<file path="src/rtl/cnt_pkg.sv">
// Shared types and constants for the burst tick generator
// and the 4-bit counter it drives.
package cnt_pkg;

  localparam int DIV_W_DEF = 8;
  localparam int NUM_W_DEF = 4;
  localparam int CNT_W     = 4;

  typedef enum logic [1:0] {
    ST_IDLE,
    ST_RUN,
    ST_DONE
  } state_t;

endpackage

</file>
<file path="src/rtl/cnt_prescaler.sv">
// Tick prescaler: counts 0..load-1 and flags when the
// value it moves to is the terminal one.
module cnt_prescaler #(
  parameter int DIV_W = 8
) (
  input  logic             clk,
  input  logic             rst,
  input  logic             clr,
  input  logic             en,
  input  logic [DIV_W-1:0] load,
  output logic             tc
);

  logic [DIV_W-1:0] count;
  logic [DIV_W-1:0] nxt;
  logic [DIV_W-1:0] last;

  // next count and look-ahead terminal strobe
  always_comb begin
    last = load - DIV_W'(1);
    nxt  = count;
    if (clr)
      nxt = '0;
    else if (en)
      nxt = (count == last) ? '0 : count + DIV_W'(1);
    tc = (clr | en) & (nxt == last);
  end

  // count register
  always_ff @(posedge clk or posedge rst) begin
    if (rst)
      count <= '0;
    else
      count <= nxt;
  end

endmodule

</file>
<file path="src/rtl/cnt_pulse_gen.sv">
// Burst tick generator: NUM cnt pulses spaced DIV clocks
// apart, with start/busy/done/abort control.
module cnt_pulse_gen
  import cnt_pkg::*;
#(
  parameter int DIV_W = DIV_W_DEF,
  parameter int NUM_W = NUM_W_DEF
) (
  input  logic             clk,
  input  logic             rst,
  input  logic             start,
  input  logic [DIV_W-1:0] div,
  input  logic [NUM_W-1:0] num,
  input  logic             abort,
  output logic             cnt,
  output logic             busy,
  output logic             done
);

  state_t           state;
  state_t           state_nxt;
  logic [DIV_W-1:0] div_l;
  logic [DIV_W-1:0] div_l_nxt;
  logic [DIV_W-1:0] div_eff;
  logic [DIV_W-1:0] pre_load;
  logic [NUM_W-1:0] rem;
  logic [NUM_W-1:0] rem_nxt;
  logic             cnt_nxt;
  logic             start_ok;
  logic             pre_en;
  logic             tc;
  logic             tick;

  cnt_prescaler #(
    .DIV_W (DIV_W)
  ) u_pre (
    .clk  (clk),
    .rst  (rst),
    .clr  (start_ok),
    .en   (pre_en),
    .load (pre_load),
    .tc   (tc)
  );

  // next-state, tick and remaining-count logic
  always_comb begin
    state_nxt = state;
    div_l_nxt = div_l;
    rem_nxt   = rem;
    cnt_nxt   = 1'b0;
    tick      = 1'b0;
    start_ok  = start & ~abort & (state != ST_RUN);
    div_eff   = (div == '0) ? DIV_W'(1) : div;
    pre_load  = start_ok ? div_eff : div_l;
    pre_en    = (state == ST_RUN);
    unique case (state)
      ST_RUN: begin
        if (abort) begin
          state_nxt = ST_IDLE;
        end else begin
          tick    = tc & (rem != '0);
          cnt_nxt = tick;
          if (tick)
            rem_nxt = rem - NUM_W'(1);
          if (cnt && rem == '0)
            state_nxt = ST_DONE;
        end
      end
      ST_IDLE, ST_DONE: begin
        state_nxt = ST_IDLE;
        if (start_ok) begin
          div_l_nxt = div_eff;
          tick      = tc & (num != '0);
          cnt_nxt   = tick;
          rem_nxt   = tick ? num - NUM_W'(1) : num;
          state_nxt = (num == '0) ? ST_DONE : ST_RUN;
        end
      end
      default: state_nxt = ST_IDLE;
    endcase
  end

  // state, latched divisor, remaining count and cnt output
  always_ff @(posedge clk or posedge rst) begin
    if (rst) begin
      state <= ST_IDLE;
      div_l <= '0;
      rem   <= '0;
      cnt   <= 1'b0;
    end else begin
      state <= state_nxt;
      div_l <= div_l_nxt;
      rem   <= rem_nxt;
      cnt   <= cnt_nxt;
    end
  end

  // status decode from the state register
  always_comb begin
    busy = (state == ST_RUN);
    done = (state == ST_DONE);
  end

endmodule

</file>
<file path="config.mk">
export PLATFORM = sky130hd
export DESIGN_NAME = cnt_pulse_gen
export DESIGN_NICKNAME = d
export VERILOG_FILES = /design/src/rtl/cnt_pkg.sv /design/src/rtl/cnt_prescaler.sv /design/src/rtl/cnt_pulse_gen.sv
export SDC_FILE = /design/constraint.sdc
export NUM_CORES = 1
export LEC_CHECK = 0
export ABC_AREA = 1
export BUFFER_PORTS_ARGS = -buffer_cell sky130_fd_sc_hd__buf_2
export CAP_MARGIN = 20
export CORE_MARGIN = 4
export CORE_UTILIZATION = 40
export DETAILED_ROUTE_END_ITERATION = 8
export SYNTH_ARGS = -nofsm -noshare
export SYNTH_HDL_FRONTEND = slang
export SYNTH_SLANG_ARGS = --single-unit
</file>
<file path="constraint.sdc">
create_clock -name clk -period 4.3 [get_ports clk]
set_clock_uncertainty 0.2 [all_clocks]
set_input_delay 0.645 -clock clk [delete_from_list [all_inputs] [get_ports clk]]
set_output_delay 0.645 -clock clk [all_outputs]
set_load 0.01 [all_outputs]
</file>
# == Word level (Yosys, flattened, before mapping) ==
# Index checks and enable logic that the tools add are counted.
# totals
reg_bits,23
elab_cells,53
# classes
addsub,4
n_eq_ne,9
muxes,18
bitwise,7
n_reduce_logical,10
# ops
operator,count
2-to-1 mux 8 bit,5
== test 8 bit,2
2-to-1 mux 4 bit,4
adder 8 x 1 -> 8 bit (second input constant),1
logical NOT 4 bit,2
logical NOT 8 bit,1
2-to-1 mux 2 bit,4
case mux 4 bit (2 select lines),1
nonzero test 4 bit,2
subtractor 4 x 1 -> 4 bit (second input constant),2
subtractor 8 x 1 -> 8 bit (second input constant),1
AND 1 bit,5
inequality test 2 x 1 -> 1 bit (second input constant),2
inequality test 2 bit (second input constant),2
case mux 2 bit (2 select lines),1
AND reduction 4 bit,1
inequality test 3 bit (second input constant),1
== test 2 x 1 -> 1 bit (second input constant),1
== test 2 bit (second input constant),1
logical NOT 2 bit,1
2-to-1 mux 1 bit,2
case mux 1 bit (2 select lines),1
nonzero test 2 bit,1
OR reduction 2 bit,1
other kinds (3),3

# == Logic depth before layout (Yosys ltp) ==
# Gate-level depths: netlist (run 1).
# depth
ltp_word,15
mapped_depth,33
ltp_nobuf,32

# == By module ==
# A second synthesis (run 1) with hierarchy kept.
# hier_totals
hier_cells,333
area_unflattened_um2,2088.3
# by_module_without_submodules
mod,n_inst,cells_each,area_each_um2
cnt_prescaler,1,192,1061.0
cnt_pulse_gen,1,141,1027.2

# == Worst setup path after synthesis (run 1) ==
# No wires, ideal clock.
# synth_path
path_type,input port to flip-flop
from,in start
to,reg rem[1]
setup_time_ns,0.117
arrival_time_ns,3.093
required_time_ns,3.983
setup_slack_ns,0.890
cell_stages,30
path_buffers,2
path_cell_list,inv_2 -> nor2_4 -> nand2_4 -> buf_6 -> nor2_2 -> nand2_1 -> nand2_4 -> ha_1 -> inv_1 -> nand2_1 -> nand2_1 -> nand2_1 -> nand2_1 -> inv_1 -> nand2_1 -> nor2_1 -> nand2_1 -> nor2_4 -> nand3_2 -> buf_6 -> nand3_2 -> nand2_1 -> nor2_2 -> nand3_1 -> nor2_2 -> nand3_1 -> nand2_1 -> nand2_1 -> nand3_1 -> nand2_1
# synth_between
elab_chain_cells,14
# synth_rtl
element,line_no,rtl
"start, declared",cnt_pulse_gen.sv:11,"input logic start,"
AND 1 bit * (2 in series),cnt_pulse_gen.sv:52,start_ok = start & ~abort & (state != ST_RUN);
2-to-1 mux 8 bit,-,
subtractor 8 x 1 -> 8 bit,cnt_prescaler.sv:20,last = load - DIV_W'(1);
== test 8 bit,cnt_prescaler.sv:25,nxt = (count == last) ? '0 : count + DIV_W'(1);
2-to-1 mux 8 bit,cnt_prescaler.sv:25,
2-to-1 mux 8 bit,cnt_prescaler.sv:24,else if (en)
2-to-1 mux 8 bit,cnt_prescaler.sv:22,if (clr)
== test 8 bit,cnt_prescaler.sv:26,tc = (clr | en) & (nxt == last);
AND 1 bit,cnt_prescaler.sv:26,
AND 1 bit,cnt_pulse_gen.sv:73,tick = tc & (num != '0);
2-to-1 mux 4 bit,cnt_pulse_gen.sv:75,rem_nxt = tick ? num - NUM_W'(1) : num;
2-to-1 mux 4 bit,cnt_pulse_gen.sv:71,if (start_ok) begin
case mux 4 bit (2 select lines),cnt_pulse_gen.sv:56,unique case (state)
"end signal, assigned",cnt_pulse_gen.sv:93,rem <= rem_nxt;
"end, declared",cnt_pulse_gen.sv:26,logic [NUM_W-1:0] rem;
# Every way passes the cells marked *; elsewhere a longest branch is shown, timed or not. The select of a mux whose other input is x is not followed.
# A chain may end at the register's enable or synchronous reset.

# == Worst setup path in the final report (run 1) ==
# layout_path
from,reg state[0]
to,reg rem[2]
# layout_between
elab_chain_cells,14
# layout_rtl
element,line_no,rtl
"start, declared",cnt_pulse_gen.sv:20,state_t state;
"start signal, assigned",cnt_pulse_gen.sv:91,state <= state_nxt;
inequality test 2 x 1 -> 1 bit,cnt_pulse_gen.sv:52,
AND 1 bit,cnt_pulse_gen.sv:52,
2-to-1 mux 8 bit,-,
subtractor 8 x 1 -> 8 bit,cnt_prescaler.sv:20,
== test 8 bit,cnt_prescaler.sv:25,
2-to-1 mux 8 bit,cnt_prescaler.sv:25,
2-to-1 mux 8 bit,cnt_prescaler.sv:24,
2-to-1 mux 8 bit,cnt_prescaler.sv:22,
== test 8 bit,cnt_prescaler.sv:26,
AND 1 bit,cnt_prescaler.sv:26,
AND 1 bit,cnt_pulse_gen.sv:73,
2-to-1 mux 4 bit,cnt_pulse_gen.sv:75,
2-to-1 mux 4 bit,cnt_pulse_gen.sv:71,
case mux 4 bit (2 select lines),cnt_pulse_gen.sv:56,
# Parallel ways exist; a longest one is shown, timed or not. The select of a mux whose other input is x is not followed.

==> metrics.txt, run 1 <==
R2R depth=26; largest net degree at the start of global routing=24; distinct cell type count after synthesis=29; Clk pwr share=14.1%; main area contributors after synthesis=dfrtp_1 (25%), nand2_1 (21%), inv_1 (10%); switching power=0.000524 W; Global Route Usage Sum=16.5%; Crit Path Category=flop to flop; Mapped Avg Cell Area=6.05 µm²; GRT overflow=0; Final Hold Viols=0; Worst setup startpoint=state[0]$_DFFE_PP0P_; TNS Setup=0 ns; diode count=0; leakage=1.42 nW; Req. time, crit path=4.31 ns; H-tree depth=1; most common cell after layout, fill and taps aside=nand2_1; fillcell total=614; Initial Util=41.7%; worst slew pin tran=0.428 ns; die height=84.2 µm; core footprint=0.00557 mm²; post-synthesis sequential area ratio=24.8%; Finish-stage setup viols=0; Seq cells post-synth=23; CTS tree=done; Clock Pin Slew Worst Setup and Hold Paths=0.10 ns; Max IR drop VDD=0.197 mV; Final Cycle Share=90.2%; Via Count=2278; CP max FO=12; R2R Setup Slk=0.42 ns; Power Dens Cells=419 mW/mm²; most frequent cells in the layout=nand2_1 (130), inv_1 (63), nor2_1 (38); vias per inst=4.79; Layout Nets=425; clk root buf=clkbuf_8; antenna violations before repair=0; area grow syn2layout=9.63%; syn_nets=404; Max Freq=258 MHz; top cell type's share of synthesized area=24.8%; clk sinks=23; cell area after synthesis=0.00232 mm²; Yosys top cell by area=dfrtp_1; Int Power=0.000543 W; layout cells sized above 1=18.1%; routed len/inst=12.0 µm; total CTS buffers=3; Worst R2R End=rem[2]$_DFFE_PP0P_; HPWL Detailed=4.61 mm; IO Port Bufs=18; vias in the first global route=2046; power share of the combinational group=57.0%; I/O pin cnt=19; worst skew pair latency=0.28 ns; CP Launch Type=flop; 1st-pass router iterations=5; RSZ-0062 raised after global routing=false; die width=84.2 µm; first-pass GRT wire length=9.56 mm; outcome=completed; max_slew headroom=71.2%; hold_buf cts=0; total routed wirelength=5.69 mm; total power=0.00107 W; total of max-cap violations=0; Worst Hold Class=input pin to asynchronous set/reset pin; Core Rows=27; initial drt markers=167; crit path DAT=3.88 ns; synth warn=0; Final ANT Viol Nets=0; RR Startpoint=state[0]$_DFFE_PP0P_; crit path capture type=flop; Seq pwr share=28.9%; Sw Ratio=49.2%; max-slew violations=0; hold slack=0.0624 ns; post_cts resized=0; Max Buffers Root-to-Sink=2; # DRC=0; GPL Wtd Cong=0.829; Post-CTS Setup Inserts=0; Die Footprint=0.00710 mm²; Cells after Synth=384; Final min period=3.88 ns
[stage by stage]
| stage | utilization [%] | cell area [µm²] | worst slack [ns] | instances |
|---|---|---|---|---|
| floorplan | - | 2320 | 0.890 | 384 |
| global placement | 44.3 | 2470 | 0.167 | 471 |
| detailed placement | 44.3 | 2470 | 0.123 | 471 |
| CTS | 45.2 | 2520 | 0.368 | 475 |
| global route | 45.7 | 2550 | 0.00914 | 476 |
| finish | 45.7 | 2550 | 0.423 | 476 |
[registers in the layout, indices dropped and copies added, names as in the netlist]
register	count
rem	4
cnt	1
div_l	8
u_pre.count	8
state	2
[worst max path at each step]
stage,end,slack (ns)
final,rem[2]$_DFFE_PP0P_,0.42
after global routing,rem[2]$_DFFE_PP0P_,0.009
after CTS,rem[2]$_DFFE_PP0P_,0.37
after detailed placement,rem[2]$_DFFE_PP0P_,0.12
after global placement,rem[2]$_DFFE_PP0P_,0.17
after floorplan,rem[1]$_DFFE_PP0P_,0.89
[power by group through the flow]
stage,clock network (W),logic (W),registers [W]
2_1_floorplan,0,0.000500,0.000299
3_3_place_gp,0,0.000599,0.000311
3_5_place_dp,0,0.000604,0.000311
4_1_cts,0.000157,0.000608,0.000307
5_1_grt,0.000163,0.000708,0.000315
6_report,0.000150,0.000609,0.000308
[final cells by class]
class / count / area (µm²) / area share [%]
Tap cell: 72 / 90.1 / 3.53
Sequential cell: 23 / 577 / 22.6
Inverter: 69 / 262 / 10.3
Timing Repair Buffer: 21 / 133 / 5.20
Clock inverter: 1 / 7.51 / 0.295
Multi-Input combinational cell: 287 / 1440 / 56.5
Clock buffer: 3 / 41.3 / 1.62
[synth_stat cells]
cell	n
nor2_4	7
buf_4	2
xor2_1	2
or2_2	1
nand3b_1	3
nor2_2	8
nor3b_2	1
buf_6	3
nor2_1	38
nand3_1	36
inv_2	5
a31oi_1	1
nor3_1	5
a21oi_1	6
inv_4	1
o21ai_1	1
ha_1	4
o21a_1	2
nand3_2	7
o21ai_2	2
or2_1	1
nor4_1	1
nand4_1	4
dfrtp_1	23
nand2_2	9
nand2_4	6
inv_1	63
nand2_1	130
o21ai_0	12
[critical path, stage by stage, from the launching register on]
cell,delay (ns)
dfrtp_2,0.51
inv_4,0.14
nor2_4,0.07
nor2_4,0.25
nor2_1,0.11
inv_2,0.08
nand2_4,0.08
ha_1,0.35
xor2_1,0.15
nand2_1,0.06
nor2_1,0.09
nand2_1,0.06
nor2_1,0.09
nand2_1,0.09
nor2_4,0.10
nand3_2,0.24
nand2_1,0.21
nor2_1,0.05
nor2_1,0.12
nand2_1,0.07
nor2_2,0.18
nand3_2,0.10
nand2_2,0.09
nand2_4,0.07
inv_2,0.07
nor2_1,0.04
a21oi_1,0.13
[cells by family (layout without fill, tap and decap cells)]
kind of cell    count (synthesis)  in the layout  share of synthesized area (%)
simple gates                  257            257                           53.2
buf+inv                        74             94                           13.3
compound gates                 24             24                           5.76
flops                          23             23                           24.8
fa+ha+maj                       4              4                           2.15
xor+xnor                        2              2                          0.754
[routing by layer]
metal	vias up	GRT usage, %	part of all wire (%)
met5	-	0	0
met4	0	4.97	1.3
met3	4	2.36	3.9
met2	38	27.8	47
met1	1015	21.9	48
li1	1221	-	-
Power figures use the tool's default switching activity.
==> inputs of run 2 (changes only) <==
--- a/config.mk
+++ b/config.mk
@@ -10,6 +10,7 @@
 export CAP_MARGIN = 20
 export CORE_MARGIN = 4
 export CORE_UTILIZATION = 40
+export CTS_BUF_LIST = sky130_fd_sc_hd__clkbuf_2
 export DETAILED_ROUTE_END_ITERATION = 8
 export SYNTH_ARGS = -nofsm -noshare
 export SYNTH_HDL_FRONTEND = slang
==> run 2 against run 1 <==
  * Wire length is 1.1% lower
  * Global-route usage is 0.081 points lower
  * Non-clock buffer count is 1 higher
  * Utilization is 0.29 points lower
  * First-iteration DRC count is 15% higher
  * Power is 4.4% lower
  * Clock power is 31% lower
  * Combinational power hardly changed
==> metrics.txt, run 2 (same netlist as run 1, synthesis figures left out) <==
outcome=completed; die width=84.2 µm (unchanged); Max Buffers Root-to-Sink=2 (unchanged); RSZ-0062 raised after global routing=false; I/O pin cnt=19 (unchanged); routed len/inst=11.8 µm (-1.3%); Max Freq=259 MHz (+0.44%); max-slew violations=0 (unchanged); area grow syn2layout=8.93%; top flop regs=div_l: 8 flops, u_pre.count: 8 flops, rem: 4 flops; # DRC=0 (unchanged); clk sinks=23 (unchanged); total routed wirelength=5.63 mm (-1.1%); total power=0.00102 W (-4.4%); Clock Pin Slew Worst Setup and Hold Paths=0.28 ns (+0.18 ns); first-pass GRT wire length=9.57 mm (about the same); diode count=0 (unchanged); most common cell after layout, fill and taps aside=nand2_1; GRT overflow=0 (unchanged); vias per inst=4.78 (about the same); Final ANT Viol Nets=0 (unchanged); Max IR drop VDD=0.174 mV (-12%); Finish-stage setup viols=0 (unchanged); Slowest-stage cell, CP=dfrtp_2; Via Count=2282 (+0.18%); Global Route Usage Sum=16.5% (-0.081 points); vias in the first global route=2043 (-0.15%); Req. time, crit path=4.44 ns (+0.13 ns); Max stage delay on crit path=0.57 ns (+0.06 ns); IO Port Bufs=18 (unchanged); most frequent cells in the layout=nand2_1 (130), inv_1 (63), nor2_1 (38); die height=84.2 µm (unchanged); Initial Util=41.7% (unchanged); Final Hold Viols=0 (unchanged); CP most frequent cell=nor2_1; clk root buf=clkbuf_2; leakage=1.41 nW (-0.40%); Core Rows=27 (unchanged); total of max-cap violations=0 (unchanged); layout cells sized above 1=18.0% (-0.045 points); Final min period=3.86 ns (-0.0171 ns); core footprint=0.00557 mm² (unchanged); GPL Wtd Cong=0.829 (unchanged); Final Cycle Share=89.8% (-0.40 points); Power Dens Cells=403 mW/mm² (-3.8%); Setup WS post-layout=0.440 ns (+0.0171 ns); total CTS buffers=3 (unchanged); R2R Setup Slk=0.44 ns (+0.02 ns); 1st-pass router iterations=4 (-1); antenna violations before repair=0 (unchanged); initial drt markers=192 (+15%); CP Launch Type=flop; H-tree depth=1 (unchanged); worst slew pin tran=0.423 ns (-0.00496 ns); crit path DAT=4.00 ns (+0.12 ns); Layout Nets=426 (+0.24%); Setup WS pre-CTS=0.123 ns (unchanged); Worst Hold Class=input pin to flop; max_slew headroom=71.6% (+0.33 points); TNS Setup=0 ns (unchanged); largest net degree at the start of global routing=24 (unchanged); CP max FO=12 (unchanged); Die Footprint=0.00710 mm² (unchanged); CTS tree=done; Crit Path Category=flop to flop; worst skew pair latency=0.38 ns (+0.10 ns); HPWL Detailed=4.61 mm (unchanged); Post-CTS Setup Inserts=0 (unchanged); crit path capture type=flop
==> run 2: final timing paths <==
path,start,end,depth (start not counted)
hold / removal,div[6],div_l[6]$_DFFE_PP0N_,3
hold reg to reg,div_l[7]$_DFFE_PP0N_,div_l[7]$_DFFE_PP0N_,2
setup / recovery,state[0]$_DFFE_PP0P_,rem[2]$_DFFE_PP0P_,26
setup reg to reg,state[0]$_DFFE_PP0P_,rem[2]$_DFFE_PP0P_,26
min in group asynchronous,rst,state[0]$_DFFE_PP0P_,3
max in group asynchronous,rst,u_pre.count[6]$_DFF_PP0_,4
==> run 2: timing repair <==
action	CTS	global route
setup endpoints to repair	0	4
hold buffers	0	1
resized for setup	0	1
hold endpoints to repair	0	3
==> run 2: layout make-up <==
cell class / count / area, µm²
Timing Repair Buffer: 22 / 143
Clock buffer: 3 / 15.0
Sequential cell: 23 / 577
Clock inverter: 1 / 7.51
Multi-Input combinational cell: 287 / 1440
Inverter: 69 / 262
Tap cell: 72 / 90.1
Fill cell: 614 / 3040
==> run 2: metal layers <==
layer,GRT usage (%),wire length (µm),vias to the layer above
li1,-,-,1225
met1,22.0,2730,1015
met2,27.6,2650,36
met3,2.06,202,6
met4,4.97,52,0
met5,0,0,-
==> run 2: critical path: cells and delay by family, from the launching register on <==
kind | cells | cell delay (ns)
AND/OR/NAND/NOR | 20 | 2.12
flip-flops | 1 | 0.57
adder cells (fa/ha/maj) | 1 | 0.35
buffers and inverters | 3 | 0.29
XOR/XNOR | 1 | 0.15
AO/OA/AOI/OAI | 1 | 0.13
==> run 2: metrics by stage <==
stage | hold WS, ns | instances | instance area [µm²] | util, %
3_3_place_gp | 0.269 | 471 | 2470 | 44.3
2_1_floorplan | 0.245 | 384 | 2320 | -
5_1_grt | 0.277 | 477 | 2530 | 45.4
4_1_cts | 0.256 | 475 | 2490 | 44.7
6_report | 0.303 | 477 | 2530 | 45.4
3_5_place_dp | 0.271 | 471 | 2470 | 44.3
==> run 2: report_power, final <==
part	internal (W)	total (W)	leakage (nW)	switching (W)
Sequential	0.000267	0.000308	0.293	0.0000413
Clock	0.0000215	0.000104	0.0126	0.0000820
Combinational	0.000210	0.000608	1.11	0.000398
Total	0.000499	0.00102	1.41	0.000521
==> inputs of run 3 (changes only) <==
--- a/config.mk
+++ b/config.mk
@@ -8,6 +8,7 @@
 export ABC_AREA = 1
 export BUFFER_PORTS_ARGS = -buffer_cell sky130_fd_sc_hd__buf_2
 export CAP_MARGIN = 20
+export CORE_ASPECT_RATIO = 1.2
 export CORE_MARGIN = 4
 export CORE_UTILIZATION = 40
 export CTS_BUF_LIST = sky130_fd_sc_hd__clkbuf_2
==> run 3 against run 2 <==
  * Fmax rose by 2.2%
  * First-iteration DRC count fell by 40%
  * Hold slack got worse by 0.10 ns
  * Sequential share of layout area rose by 0.47 points
  * Count of clock-buffer cells in the layout did not move
  * Worst setup slack improved by 0.084 ns
  * Critical path depth did not move
  * Clock power barely moved
  * Cell area fell by 2.2%
  * Largest cell class unchanged
==> metrics.txt, run 3 (same netlist as run 1, synthesis figures left out) <==
Crit Path Category=flop to flop; clk root buf=clkbuf_2; Post-CTS Setup Inserts=0 (unchanged); GPL Wtd Cong=0.824 (-0.66%); leakage=1.39 nW (-1.4%); HPWL Detailed=4.82 mm (+4.7%); 1st-pass router iterations=4 (unchanged); crit path DAT=3.92 ns (-0.08 ns); vias in the first global route=2324 (+14%); initial drt markers=115 (-40%); TNS Setup=0 ns (unchanged); Final Cycle Share=87.8% (-2.0 points); Finish-stage setup viols=0 (unchanged); area grow syn2layout=6.51%; I/O pin cnt=19 (unchanged); RR Startpoint=state[0]$_DFFE_PP0P_; total CTS buffers=3 (unchanged); Worst Hold Class=input pin to asynchronous set/reset pin; Final Hold Viols=0 (unchanged); Max Buffers Root-to-Sink=2 (unchanged); CP Launch Type=flop; Max IR drop VDD=0.215 mV (+24%); vias per inst=4.86 (+1.7%); diode count=0 (unchanged); core footprint=0.00563 mm² (+1.0%); routed len/inst=12.3 µm (+4.2%); worst slew pin tran=0.942 ns (+0.518 ns); Seq pwr share=30.1% (about the same); H-tree depth=1 (unchanged); max_slew headroom=37.2% (-34 points); Worst R2R End=rem[2]$_DFFE_PP0P_; total of max-cap violations=0 (unchanged); R2R depth=26 (unchanged); most frequent cells in the layout=nand2_1 (130), inv_1 (63), nor2_1 (38); outcome=completed; R2R Setup Slk=0.52 ns (+0.08 ns); layout cells sized above 1=17.4% (-0.61 points); Setup WS pre-CTS=0.192 ns (+0.0690 ns); GRT overflow=0 (unchanged); Sw Ratio=51.5% (+0.41 points); Max Freq=265 MHz (+2.2%); worst skew pair latency=0.38 ns (about the same); power share of the combinational group=60.0% (+0.4 points); IO Port Bufs=18 (unchanged); most common cell after layout, fill and taps aside=nand2_1; CP max FO=12 (unchanged); Clock Pin Slew Worst Setup and Hold Paths=0.28 ns (about the same); # DRC=0 (unchanged); antenna violations before repair=0 (unchanged); Global Route Usage Sum=17.3% (+0.83 points); Int Power=0.000494 W (-0.99%); first-pass GRT wire length=9.97 mm (+4.2%); Setup WS post-layout=0.525 ns (+0.0844 ns); max-slew violations=0 (unchanged); Req. time, crit path=4.44 ns (about the same); Power Dens Cells=411 mW/mm² (+2.1%); hold slack=0.202 ns (-0.101 ns); total routed wirelength=5.73 mm (+1.8%); top flop regs=div_l: 8 flops, u_pre.count: 8 flops, rem: 4 flops; fillcell total=621 (+1.1%); clk sinks=23 (unchanged); Die Footprint=0.00710 mm² (about the same); area occupied by multi-input gates=0.00144 mm² (unchanged); Clk pwr share=9.9% (-0.3 points); largest net degree at the start of global routing=24 (unchanged); RSZ-0062 raised after global routing=false; switching power=0.000525 W (+0.65%); Via Count=2267 (-0.66%); Final min period=3.78 ns (-0.0844 ns); crit path capture type=flop; FF+latch area=576 µm² (-0.22%); Core Rows=30 (+11%); Layout Nets=423 (-0.70%); hold_buf cts=0 (unchanged); Initial Util=41.3% (-0.42 points); Worst setup startpoint=state[0]$_DFFE_PP0P_; CTS tree=done; post_cts resized=0 (unchanged); Final ANT Viol Nets=0 (unchanged); die width=77.6 µm (-7.9%); die height=91.5 µm (+8.6%)
-- run 3: area by class of cell --
cell class                      count  area share [%]
Multi-Input combinational cell    287            58.1
Inverter                           69            10.6
Tap cell                           64            3.23
Sequential cell                    23            23.2
Clock inverter                      1           0.303
Clock buffer                        3           0.606
Timing Repair Buffer               19            3.94
-- run 3: worst max-delay path: stages (launching register included) --
cell and delay [ns]:
dfrtp_1 0.52, inv_4 0.14, nor2_4 0.07, nor2_4 0.20, nor2_1 0.10, inv_2 0.08, nand2_4 0.08, ha_1 0.35
xor2_1 0.16, nand2_1 0.07, nor2_1 0.09, nand2_1 0.07, nor2_1 0.10, nand2_1 0.09, nor2_4 0.11, nand3_2 0.23
nand2_1 0.20, nor2_1 0.06, nor2_1 0.10, nand2_1 0.07, nor2_2 0.18, nand3_2 0.10, nand2_2 0.09, nand2_4 0.07
inv_2 0.07, nor2_1 0.04, a21oi_1 0.11
-- run 3: worst max-delay path by stage --
stage                               endpoint  depth (start not counted)  slack, ns
after floorplan           rem[1]$_DFFE_PP0P_                         30       0.89
after global placement    rem[2]$_DFFE_PP0P_                         26       0.19
after detailed placement  rem[2]$_DFFE_PP0P_                         27       0.19
after CTS                 rem[2]$_DFFE_PP0P_                         26       0.48
after global routing      rem[2]$_DFFE_PP0P_                         26       0.06
final                     rem[2]$_DFFE_PP0P_                         26       0.52
-- run 3: power groups by stage --
stage / combinational, W / clock (W) / sequential (W)
floorplan: 0.000500 / 0 / 0.000299
detailed placement: 0.000611 / 0 / 0.000310
finish: 0.000611 / 0.000101 / 0.000307
global placement: 0.000604 / 0 / 0.000309
CTS: 0.000614 / 0.000106 / 0.000306
global route: 0.000709 / 0.000117 / 0.000313
-- run 3: layer usage --
metal  up-vias  GRT usage, %  share of wire, %
met3        10          1.79               2.9
met1      1005          19.3                43
li1       1217             -                 -
met4         0          8.16               2.3
met2        35          32.1                52
met5         -             0                 0
-- run 3: stage by stage --
step / cell area [µm²] / total power (W) / util, % / std cells
floorplan: 2320 / 0.000799 / - / 384
global route: 2480 / 0.00114 / 44.0 / 466
CTS: 2480 / 0.00103 / 44.0 / 466
detailed placement: 2450 / 0.000921 / 43.6 / 462
finish: 2480 / 0.00102 / 44.0 / 466
global placement: 2450 / 0.000913 / 43.6 / 462
